## config.mk

```make
export PLATFORM = sky130hd
export DESIGN_NAME = axis_sink_monitor
export DESIGN_NICKNAME = d
export VERILOG_FILES = /design/src/rtl/axis_sink_monitor.sv
export SDC_FILE = /design/constraint.sdc
export NUM_CORES = 1
export LEC_CHECK = 0
export ABC_AREA = 1
export CAP_MARGIN = 20
export CORE_MARGIN = 2
export CORE_UTILIZATION = 60
export CTS_CLUSTER_DIAMETER = 100
export DETAILED_ROUTE_END_ITERATION = 7
export PLACE_DENSITY = 0.81
export RECOVER_POWER = 25
export SLEW_MARGIN = 20
export SYNTH_ARGS = -nofsm -noshare
export SYNTH_HDL_FRONTEND = slang
export SYNTH_SLANG_ARGS = --single-unit
```

## constraint.sdc

```tcl
create_clock -name aclk -period 4.1 [get_ports aclk]
set_input_delay 0.82 -clock aclk [delete_from_list [all_inputs] [get_ports aclk]]
set_output_delay 0.82 -clock aclk [all_outputs]
set_load 0.01 [all_outputs]
```

## src/rtl/axis_sink_monitor.sv

```systemverilog
// AXI4-Stream sink with selectable tready pattern, FWFT capture FIFO,
// beat/packet counters and a sticky protocol-stability error flag.
module axis_sink_monitor #(
  parameter int          DATA_WIDTH   = 8,
  parameter int          DEPTH        = 16,
  parameter int          READY_MODE   = 0,
  parameter int          READY_PERIOD = 4,
  parameter logic [15:0] LFSR_SEED    = 16'hACE1
) (
  input  logic                      aclk,
  input  logic                      areset,
  input  logic                      s_axis_tvalid,
  output logic                      s_axis_tready,
  input  logic [DATA_WIDTH-1:0]     s_axis_tdata,
  input  logic                      s_axis_tlast,
  input  logic                      rd_en,
  output logic                      rd_valid,
  output logic [DATA_WIDTH-1:0]     rd_data,
  output logic                      rd_last,
  output logic [$clog2(DEPTH):0]    fill,
  output logic [31:0]               beat_cnt,
  output logic [31:0]               pkt_cnt,
  output logic                      err_protocol
);

  localparam int AW = $clog2(DEPTH);
  localparam int PW = (READY_PERIOD > 1) ? $clog2(READY_PERIOD) : 1;
  localparam logic [AW:0]   FULL_FILL   = (AW+1)'(DEPTH);
  localparam logic [PW-1:0] PERIOD_LOAD = PW'(READY_PERIOD - 1);

  logic [DATA_WIDTH:0]   mem [DEPTH];
  logic [AW-1:0]         wr_ptr;
  logic [AW-1:0]         rd_ptr;
  logic                  full;
  logic                  ready_gen;
  logic                  push;
  logic                  pop;
  logic [PW-1:0]         period_cnt;
  logic [15:0]           lfsr;
  logic                  stall_q;
  logic [DATA_WIDTH-1:0] data_q;
  logic                  last_q;

  // tready depends only on registered state, so a pop in a full cycle
  // cannot open the door for a push until the next cycle.
  assign full          = (fill == FULL_FILL);
  assign rd_valid      = (fill != '0);
  assign s_axis_tready = ready_gen & ~full & ~areset;
  assign push          = s_axis_tvalid & s_axis_tready;
  assign pop           = rd_en & rd_valid;
  assign rd_data       = mem[rd_ptr][DATA_WIDTH-1:0];
  assign rd_last       = mem[rd_ptr][DATA_WIDTH];

  always_comb begin
    ready_gen = 1'b1;
    case (READY_MODE)
      0:       ready_gen = 1'b1;
      1:       ready_gen = (period_cnt == '0);
      default: ready_gen = lfsr[0];
    endcase
  end

  // Down-counter reloads at terminal count; ready is high on the terminal cycle.
  always_ff @(posedge aclk) begin
    if (areset) begin
      period_cnt <= '0;
      lfsr       <= LFSR_SEED;
    end else begin
      period_cnt <= (period_cnt == '0) ? PERIOD_LOAD : period_cnt - 1'b1;
      lfsr       <= {lfsr[0] ^ lfsr[2] ^ lfsr[3] ^ lfsr[5], lfsr[15:1]};
    end
  end

  always_ff @(posedge aclk) begin
    if (push) begin
      mem[wr_ptr] <= {s_axis_tlast, s_axis_tdata};
    end
  end

  always_ff @(posedge aclk) begin
    if (areset) begin
      wr_ptr   <= '0;
      rd_ptr   <= '0;
      fill     <= '0;
      beat_cnt <= '0;
      pkt_cnt  <= '0;
    end else begin
      if (push) begin
        wr_ptr   <= wr_ptr + 1'b1;
        beat_cnt <= beat_cnt + 32'd1;
        if (s_axis_tlast) begin
          pkt_cnt <= pkt_cnt + 32'd1;
        end
      end
      if (pop) begin
        rd_ptr <= rd_ptr + 1'b1;
      end
      case ({push, pop})
        2'b10:   fill <= fill + 1'b1;
        2'b01:   fill <= fill - 1'b1;
        default: fill <= fill;
      endcase
    end
  end

  // A stalled beat must stay valid with unchanged payload on the next cycle.
  always_ff @(posedge aclk) begin
    if (areset) begin
      err_protocol <= 1'b0;
      stall_q      <= 1'b0;
      data_q       <= '0;
      last_q       <= 1'b0;
    end else begin
      if (stall_q && (!s_axis_tvalid || s_axis_tdata != data_q || s_axis_tlast != last_q)) begin
        err_protocol <= 1'b1;
      end
      stall_q <= s_axis_tvalid & ~s_axis_tready;
      data_q  <= s_axis_tdata;
      last_q  <= s_axis_tlast;
    end
  end

endmodule

```

==> impl_metrics.toml <==
[status]
run_status = "finished, final reports clean"

[timing]
maxSlewHeadroom = 0.240
fin_ws_ns = 0.430
setup_viol = 0
slew_violations = 0
skew_ns = 0.0132
whs_ns = 0.451
setup-tns-final_ns = 0
tightest_slew_ns = 1.14
hold_violations = 0
finalCriticalPeriod_ns = 3.67
clock.fmax_ghz = 0.272
post-route-period-util = 0.895
rsz0062_at_grt = "false"

[layout]
multiInputGateArea_mm2 = 0.00395
fin_util = 0.734
drive_gt1_frac = 0.0753
final_cells = 1540
fin_area_mm2 = 0.0127
final_nets = 1319
fillers = 1266
area_growth_pct = 18.9
ff_latch_area_mm2 = 0.00617
diodes = 0

[synthesis]
yosysSeqAreaShare = 0.576
synthArstFlopShare = 0
synth_area_mm2 = 0.0107
synth_edf_count = 144
yosysUniqueCellTypes = 42
synth_area_per_cell_um2 = 8.91
synthCells = 1202
syn_nets = 1225
yosys_register_bits = 236
ys.warnings.count = 0
synth_flop_cell = "edfxtp_1"

[worst_hold_path]
hold_path.class = "reg -> reg"

[worst_setup_path]
crit_path_end_kind = "output port"
crit_type = "reg -> out"
max_stage_delay_ns = 0.89
crit_family = "buffers and inverters"
cp.buffers_inverters = 2
crit_slowest_cell = "dfxtp_2"
cp_data_arrival_time_ns = 2.85
worstPathMaxFanout = 52
cp-start-kind = "register"
cp_cell_sequence = "buf_4 > o21ai_0 > o211ai_1 > nand3_1 > nand2_1 > clkdlybuf4s50_1"
critPathRequiredTime_ns = 3.28

[pwr]
p_leak_nw = 4.39
p_int_mw = 4.62
comb_power_share = 0.197
switching_share = 0.287
total_power_mw = 6.47
power_frac_seq = 0.416
clockPowerShare = 0.387
power.switching_mw = 1.86
power_density_mw_per_mm2 = 508
ir_worst_vdd_mv = 0.478

[global_routing]
grt-ovfl-total = 0
grt_max_degree = 73
grt_pass1_vias = 8129
grt_pass1_wl_um = 41400
antenna_found_initial = 0
globalRouteTotalUtil = 0.282

[clock_tree]
post_cts_buffers = 0
cts_tree = "built"
root_buffer = "clkbuf_16"
cts.sinks = 236
htreeDepth = 1
insertion_delay_ns = 0.53
cts.hold.buffers_added = 0
cts-resized-gates = 0
cts_buffer_depth = 3
numCtsBuffers = 25
clkTransAtPathRegs_ns = 0.06

[die]
dieWidth_um = 138
core-area_mm2 = 0.0174
dieHeight_um = 138
dieArea_mm2 = 0.0189
start_util = 0.617
ios = 94
row_count = 48

[route]
drt_iter0_drc = 797
via_per_inst = 5.58
drc = 0
wirelength_um = 26100
drt_pre_antenna_iters = 5
vias = 8596
route.antenna.remaining_nets = 0
wl_per_cell_um = 17.0

[place]
dp_hpwl_um = 16900
place_inst = 1494
io_buffers = 93
dpl_cell_area_mm2 = 0.0118
pre_cts_slack_ns = 0.805
gp_congestion = 0.879

[flow_run]
drv_cap = 0
==> sequential cells by signal, summed over array words and instances, names as in the netlist, named ones only <==
signal        cells
beat_cnt         32
data_q            8
err_protocol      1
fill              5
last_q            1
mem             144
pkt_cnt          32
rd_ptr            4
stall_q           1
wr_ptr            4
==> power by group through the flow <==
stage | Clock, mW | Sequential, mW | Combinational (mW)
floorplan | 0 | 2.68 | 0.829
global placement | 0 | 2.74 | 1.22
detailed placement | 0 | 2.74 | 1.25
CTS | 2.52 | 2.69 | 1.27
global route | 2.61 | 2.71 | 1.42
finish | 2.51 | 2.69 | 1.27
==> cell type report <==
class,count,area share
Clock buffer,28,0.0525
Clock inverter,18,0.0200
Inverter,101,0.0300
Multi-Input combinational cell,823,0.310
Sequential cell,236,0.484
Tap cell,225,0.0221
Timing Repair Buffer,109,0.0811
==> final timing paths <==
kind / end / startpoint / slack, ns / cells past startpoint
worst max register to register: mem[13][8]$_DFFE_PP_ / fill[2]$_SDFFE_PP0P_ / 1.65 / 6
worst max-delay path: rd_data[5] / register / 0.43 / 6
worst min register to register: err_protocol$_SDFFE_PP0P_ / err_protocol$_SDFFE_PP0P_ / 0.45 / 2
worst min-delay path: err_protocol$_SDFFE_PP0P_ / err_protocol$_SDFFE_PP0P_ / 0.45 / 2
==> cells in the mapped netlist (5+ instances only) <==
cell	n	area (um^2)
o21ai_0	107	536
o211ai_1	36	270
ha_1	10	125
xor2_1	8	70.1
nor2_4	12	135
nor2_1	266	998
a21oi_1	40	200
nand2_2	8	50.1
buf_2	10	50.1
nand3_2	5	50.1
nand4_1	10	62.6
o21ai_1	6	30.0
nand2_1	222	833
nor2_2	6	37.5
dfxtp_1	92	1840
nand3_1	51	255
edfxtp_1	144	4320
xnor2_1	7	61.3
inv_1	93	349
nor3_1	7	35.0
clkbuf_1	20	75.1
==> kinds of logic after synthesis <==
family	after synthesis	synth area share
AND/OR/NAND/NOR	600	0.242
XOR/XNOR	15	0.0123
buffers and inverters	143	0.0555
AO/OA/AOI/OAI	198	0.103
adder cells (fa/ha/maj)	10	0.0117
flip-flops	236	0.576
==> cells in the final DEF (no fill, tap or decap), drive strengths merged, types with 3 or more instances in the layout <==
cell type / count
dfxtp: 92
buf: 10
xnor2: 7
clkbuf: 35
nor3: 9
xor2: 8
nand3: 57
o21ai: 113
dlygate4sd3: 9
clkinv: 12
ha: 10
o21bai: 3
a31oi: 3
edfxtp: 144
a21oi: 40
o211ai: 36
nand4: 12
inv: 99
nor3b: 3
nand2: 231
clkdlybuf4s50: 83
nor2: 284
bufinv: 6
==> tightest hold or removal path: stages (launching register included) <==
cell and delay, ns:
dfxtp_1 0.31, inv_1 0.05, a21oi_1 0.05
==> per-layer routing <==
| layer | global-route usage | share of wire | vias to the layer above |
|---|---|---|---|
| met5 | 0 | 0 | - |
| met4 | 0.0939 | 0.030 | 0 |
| met3 | 0.0592 | 0.087 | 61 |
| met2 | 0.466 | 0.47 | 354 |
| met1 | 0.372 | 0.42 | 3995 |
| li1 | - | - | 4186 |
(Power assumes the default switching activity.)
